===== config.mk =====
export PLATFORM = sky130hd
export DESIGN_NAME = gpio_debounce
export DESIGN_NICKNAME = d
export VERILOG_FILES = /design/src/rtl/gpio_debounce.sv
export SDC_FILE = /design/constraint.sdc
export NUM_CORES = 1
export LEC_CHECK = 0
export ABC_AREA = 1
export BUFFER_PORTS_ARGS = -buffer_cell sky130_fd_sc_hd__buf_4
export CAP_MARGIN = 10
export CORE_MARGIN = 2
export CORE_UTILIZATION = 59
export DETAILED_ROUTE_END_ITERATION = 6
export PLACE_DENSITY = 0.91
export SLEW_MARGIN = 20
export SYNTH_ARGS = -nofsm -noshare
export SYNTH_HDL_FRONTEND = slang
export SYNTH_SLANG_ARGS = --single-unit

===== constraint.sdc =====
create_clock -name clk_i -period 1.54 [get_ports clk_i]
set_input_delay 0.077 -clock clk_i [delete_from_list [all_inputs] [get_ports clk_i]]
set_output_delay 0.077 -clock clk_i [all_outputs]
set_load 0.005 [all_outputs]

===== src/rtl/gpio_debounce.sv =====
// gpio_debounce: input conditioning for up to WIDTH raw GPIO pads.
// Each pin goes through a two-flop synchronizer and a per-pin debounce
// counter. The qualified level appears on stable_o, which feeds the GPIO
// block's input_i.
// Optional feature macro GPIO_DEBOUNCE_IRQ_EN:
//   - When defined, sticky rise/fall edge flags and a maskable level
//     interrupt are built.
//   - When undefined, rise_o, fall_o and irq_o are tied low, and clr_i and
//     irq_en_i are ignored.
module gpio_debounce #(
  parameter int WIDTH           = 16,
  parameter int DEBOUNCE_CYCLES = 1000,
  parameter int CNT_W           = $clog2(DEBOUNCE_CYCLES + 1)
) (
  input  logic             clk_i,
  input  logic             rst_i,
  input  logic [WIDTH-1:0] pins_i,
  output logic [WIDTH-1:0] stable_o,
  input  logic [WIDTH-1:0] clr_i,
  input  logic [WIDTH-1:0] irq_en_i,
  output logic [WIDTH-1:0] rise_o,
  output logic [WIDTH-1:0] fall_o,
  output logic             irq_o
);

  // Terminal count: the sample that completes qualification.
  localparam logic [CNT_W-1:0] CNT_MAX = CNT_W'(DEBOUNCE_CYCLES - 1);

  logic [WIDTH-1:0] s1_q;
  logic [WIDTH-1:0] s2_q;
  logic [WIDTH-1:0] stable_q;
  logic [WIDTH-1:0] stable_d;
  logic [CNT_W-1:0] cnt_q [WIDTH];
  logic [CNT_W-1:0] cnt_d [WIDTH];

  // Two-flop synchronizer; only s2_q is consumed downstream.
  always_ff @(posedge clk_i) begin
    if (rst_i) begin
      s1_q <= '0;
      s2_q <= '0;
    end else begin
      s1_q <= pins_i;
      s2_q <= s1_q;
    end
  end

  // Per-pin qualification.
  // - Agreement with the stable level clears the count, so a short glitch
  //   leaves no residue.
  // - The count stops at CNT_MAX, where the new level is accepted, so it
  //   never wraps.
  always_comb begin
    stable_d = stable_q;
    for (int i = 0; i < WIDTH; i++) begin
      cnt_d[i] = '0;
      if (s2_q[i] != stable_q[i]) begin
        if (cnt_q[i] == CNT_MAX) begin
          stable_d[i] = s2_q[i];
        end else begin
          cnt_d[i] = cnt_q[i] + CNT_W'(1);
        end
      end
    end
  end

  // Debounce state registers; reset drops any in-progress count.
  always_ff @(posedge clk_i) begin
    if (rst_i) begin
      stable_q <= '0;
      for (int i = 0; i < WIDTH; i++) begin
        cnt_q[i] <= '0;
      end
    end else begin
      stable_q <= stable_d;
      for (int i = 0; i < WIDTH; i++) begin
        cnt_q[i] <= cnt_d[i];
      end
    end
  end

  assign stable_o = stable_q;

`ifdef GPIO_DEBOUNCE_IRQ_EN
  logic [WIDTH-1:0] rise_q;
  logic [WIDTH-1:0] rise_d;
  logic [WIDTH-1:0] fall_q;
  logic [WIDTH-1:0] fall_d;

  // Sticky edge flags.
  // - A new edge on stable_o wins over a same-cycle clear.
  // - Clearing a pin that has no flag set is harmless.
  always_comb begin
    rise_d = (rise_q & ~clr_i) | (stable_d & ~stable_q);
    fall_d = (fall_q & ~clr_i) | (~stable_d & stable_q);
  end

  // Edge flag registers, updated on the same edge as stable_o.
  always_ff @(posedge clk_i) begin
    if (rst_i) begin
      rise_q <= '0;
      fall_q <= '0;
    end else begin
      rise_q <= rise_d;
      fall_q <= fall_d;
    end
  end

  assign rise_o = rise_q;
  assign fall_o = fall_q;
  // Combinational from the flag flops, so masking takes effect immediately.
  assign irq_o  = |((rise_q | fall_q) & irq_en_i);
`else
  // Flag and interrupt logic is not built; its control inputs are unused.
  logic unused_irq_ctrl;
  assign unused_irq_ctrl = ^{clr_i, irq_en_i};

  assign rise_o = '0;
  assign fall_o = '0;
  assign irq_o  = 1'b0;
`endif

endmodule

Word level (Yosys, flattened, before mapping)
Memories as Yosys holds them, arrays and structs flattened.
Cells that the tools add are included.
W data, S select, Z words.
{"block": "op_classes", "addsub": 16, "multipliers": 0, "n_div": 0, "n_lt_le_gt_ge": 0, "n_eq_ne": 32, "shifts": 0, "muxes": 51, "bitwise": 16, "n_reduce_logical": 16}
{"op": "$mux W10", "n": 48}
{"op": "$add A10 B1 Y10 const B", "n": 16}
{"op": "$eq A10 B10 Y1 const B", "n": 16}
{"op": "$reduce_and A2 Y1", "n": 16}
{"op": "$ne A1 B1 Y1", "n": 16}
{"op": "$or A1 B1 Y1", "n": 16}
{"op": "$mux W1", "n": 3}
{"block": "totals", "reg_bits": 48, "latch_bits": 0, "mem_bits_rw": 160, "rom_bits": 0, "inputBits": 50, "output_inout_bits": 49, "wordCells": 150, "memories": 1}
{"memory": "cnt_q", "depth": 16, "word_bits": 10, "rd": 16, "rd_ports_with_merged_regs": 0, "wr": 16, "line_no": "33", "rtl": "logic [CNT_W-1:0] cnt_q [WIDTH];"}

Logic depth before layout (Yosys ltp)
An unclocked memory read counts as a cell.
{"block": "logic_depth", "depth_word": 5, "mapped_depth": 8, "ltp_nobuf": 8}

Least setup slack after synthesis
No wires, ideal clock.
{"block": "synth_timing", "kind": "reg-to-reg", "startpoint": "memory cnt_q[0][10] in the netlist's numbering", "endpoint": "memory cnt_q[0][16] in the netlist's numbering", "setup_time_ps": 117, "arrival_time_ps": 1141, "required_ps": 1423, "path_slack_ps": 282, "path_stages_with_launch": 7, "n_path_buf": 0, "synth_period_minus_slack_ps": 1258, "path_cell_list": "dfxtp_1 -> ha_1 -> nand2_1 -> nor2_1 -> nand3_1 -> nand3_1 -> nor2_1"}
{"item": "start, declared", "line_no": "33"}

==> out/metrics.csv <==
stage,metric,value,unit
routing,dr_total_vias,7608,
clocking,clk_latency,500,ps
timing,drv_slew,0,
grt,grt_use_total,19.7,%
timing,setup_tns,0,ps
clocking,h-tree-depth,1,
final_layout,num-fill-cells,1177,
timing,rsz0062_at_grt,false,
setup_path,max_stage_delay,370,ps
pwr,p_leak,4.05,nW
clocking,clock_sinks,208,
grt,grt_pass1_vias,6925,
placement,dp_hpwl,11000,um
timing,finalCritPeriodShare,91.6,%
timing,max_freq,0.709,GHz
timing,finClkSkew,12.9,ps
final_layout,nets,1410,
placement,gp_congestion,0.857,
pwr,vdd_drop_max,0.862,mV
setup_path,rr_worst_depth,6,
setup_path,required,1910,ps
setup_path,crit_type,flip-flop to flip-flop,
synthesis,yosys-top-cells-area,"dfxtp_1 (45%), nor2_1 (12%), nand2_1 (9.5%)",
die,initial_core_util,60.5,%
die,die_y,129,um
routing,wl_per_cell,10.6,um
grt,antenna_found_initial,0,
synthesis,synth_top_area_share,45.2,%
final_layout,design_area,0.0104,sq mm
setup_path,crit_top_cell,nand2_1,
final_layout,syn2layout_area_growth,13.5,%
die,placementRows,45,
setup_path,r2r_end,cnt_q[0][38],
pwr,powerDensity,1040,mW/mm^2
outcome,status,"complete, no violations",
clocking,postCtsSetupRepairBufs,0,
setup_path,cp-endpoint,cnt_q[0][38],
synthesis,syn_area,0.00920,sq mm
placement,placed_area,0.00956,sq mm
run,cap_violations,0,
synthesis,synth_top_cell_by_area,dfxtp_1,
grt,grt_remaining_overflow,0,
placement,placed_cells,1490,
routing,wl,16400,um
die,die_w,129,um
routing,first_iter_violations,392,
timing,fin_ws,129,ps
setup_path,path_depth,6,
clocking,clk_pin_slew,60,ps
grt,grt_max_degree,40,
die,ios,99,
grt,grt_pass1_wl,28200,um
final_layout,fin_cells,1545,
synthesis,yosysSeqAreaShare,45.2,%
setup_path,path_buf_inv,1,
setup_path,cp_top_family,simple AND/OR/NAND/NOR gates,
setup_path,crit_path_start_kind,flip-flop,
synthesis,ys_types,29,
setup_path,crit_chain,ha_1 > nand2_1 > inv_1 > nand4_1 > nand2_1 > nor2_1,
synthesis,yosys.cell_count.top_type,nor2_1,
timing,setup_violations,0,
setup_path,crit_start,cnt_q[0][30],
synthesis,netlist_instances,1274,
synthesis,synth_common_cells,"nor2_1 (292), nand2_1 (233), dfxtp_1 (208), inv_1 (182), nand3_1 (83)",
setup_path,end_kind,flip-flop,
synthesis,yosys_register_bits,208,
synthesis,yosysWarnings,0,
synthesis,syn_area_per_cell,7.22,sq um
clocking,cts_tree,done,
clocking,cts_buffer_depth,3,
die,dieArea,0.0166,sq mm
worst_hold_path,hp-class,input pin to flip-flop,
synthesis,ys.flop_type,dfxtp_1,
routing,viasPerCell,4.92,
timing,period_needed,1410,ps
timing,hold_violations,0,
setup_path,rrSetupSlack,130,ps
setup_path,crit_arrival,1780,ps
placement,dp_slack,142,ps
setup_path,crit_slowest_cell,dfxtp_1,
final_layout,drive_gt1_share,7.15,%
synthesis,async_flop_share,0,%
routing,drc,0,
routing,ant_nets,0,
clocking,cts-buffers-inserted,22,
setup_path,rr_startpoint,cnt_q[0][30],
routing,first_pass_iters,7,
die,coreArea,0.0152,sq mm
setup_path,crit_path_max_fanout,9,
final_layout,antenna_cells,0,
clocking,root_buffer,clkbuf_16,
placement,port_buffers,33,
synthesis,synth-edff-count,0,
cells by family (layout without fill, tap and decap cells):
family / count (synthesis) / after routing / share of synthesized area (%)
AND/OR/NAND/NOR: 672 / 672 / 30.4
XOR/XNOR: 60 / 60 / 5.71
other: 1 / 33 / 0.0407
buffers and inverters: 223 / 274 / 10.6
flip-flops: 208 / 208 / 45.2
AO/OA/AOI/OAI: 92 / 92 / 5.53
adder cells (fa/ha/maj): 18 / 18 / 2.45
per-layer routing:
layer / GRT usage [%] / routed length (um) / vias to the layer above
met1: 23.4 / 7490 / 3425
met5: 0 / 0 / -
met3: 2.83 / 477 / 34
li1: - / - / 4040
met2: 36.6 / 8090 / 109
met4: 6.33 / 373 / 0
flip-flops by register name, indices dropped and copies added (netlist names):
| signal | flops |
|---|---|
| stable_o | 16 |
| s1_q | 16 |
| s2_q | 16 |
| cnt_q | 160 |
cell type report:
class / instances / area (sq um) / share of cell area (%)
Multi-Input combinational cell: 875 / 4190 / 40.1
Clock inverter: 7 / 65.1 / 0.623
Tap cell: 188 / 235 / 2.25
Sequential cell: 208 / 4160 / 39.9
Inverter: 183 / 687 / 6.58
Clock buffer: 32 / 649 / 6.22
Timing Repair Buffer: 52 / 455 / 4.36
worst min path at each step:
stage | startpoint | to | slack [ps] | cells after the start
after floorplan | pins_i[0] | s1_q[0] | 180 | 2
after global placement | pins_i[15] | s1_q[15] | 280 | 3
after detailed placement | pins_i[14] | s1_q[14] | 280 | 3
after CTS | rst_i | s2_q[0] | 10 | 3
after global routing | rst_i | s2_q[9] | 20 | 3
final | rst_i | s2_q[0] | 5 | 3
power breakdown:
part           switching (mW)  internal [mW]  total, mW
combinational           0.144          0.107      0.251
sequential             0.0308           5.43       5.46
clock                    2.05           3.09       5.13
tightest hold or removal path, stage by stage:
cell	delay, ps
buf_4	100
buf_12	210
nor2_1	70
placed cells by master, fill, tap and decap left out, drive strengths merged, types with 5 or more instances in the layout:
cell / n
a21oi: 56
a31oi: 10
buf: 36
clkbuf: 32
conb: 33
dfxtp: 208
dlygate4sd3: 16
ha: 18
inv: 183
nand2: 245
nand3: 84
nand3b: 7
nand4: 33
nor2: 295
nor3: 5
o21ai: 22
xnor2: 30
xor2: 30
stage by stage:
step	total power [mW]	hold slack [ps]	utilization, %
floorplan	5.77	184	-
global placement	5.79	278	62.9
detailed placement	5.80	284	62.9
CTS	11.0	9.90	68.7
global route	11.2	16.3	68.7
finish	10.8	4.99	68.7
what timing repair did:
item                                    4_1_cts  5_1_grt
gates resized for setup                       0        2
endpoints found under the setup margin        0        7
hold buffers                                 16        0
endpoints found under the hold margin        16        0
(Power assumes the default switching activity.)
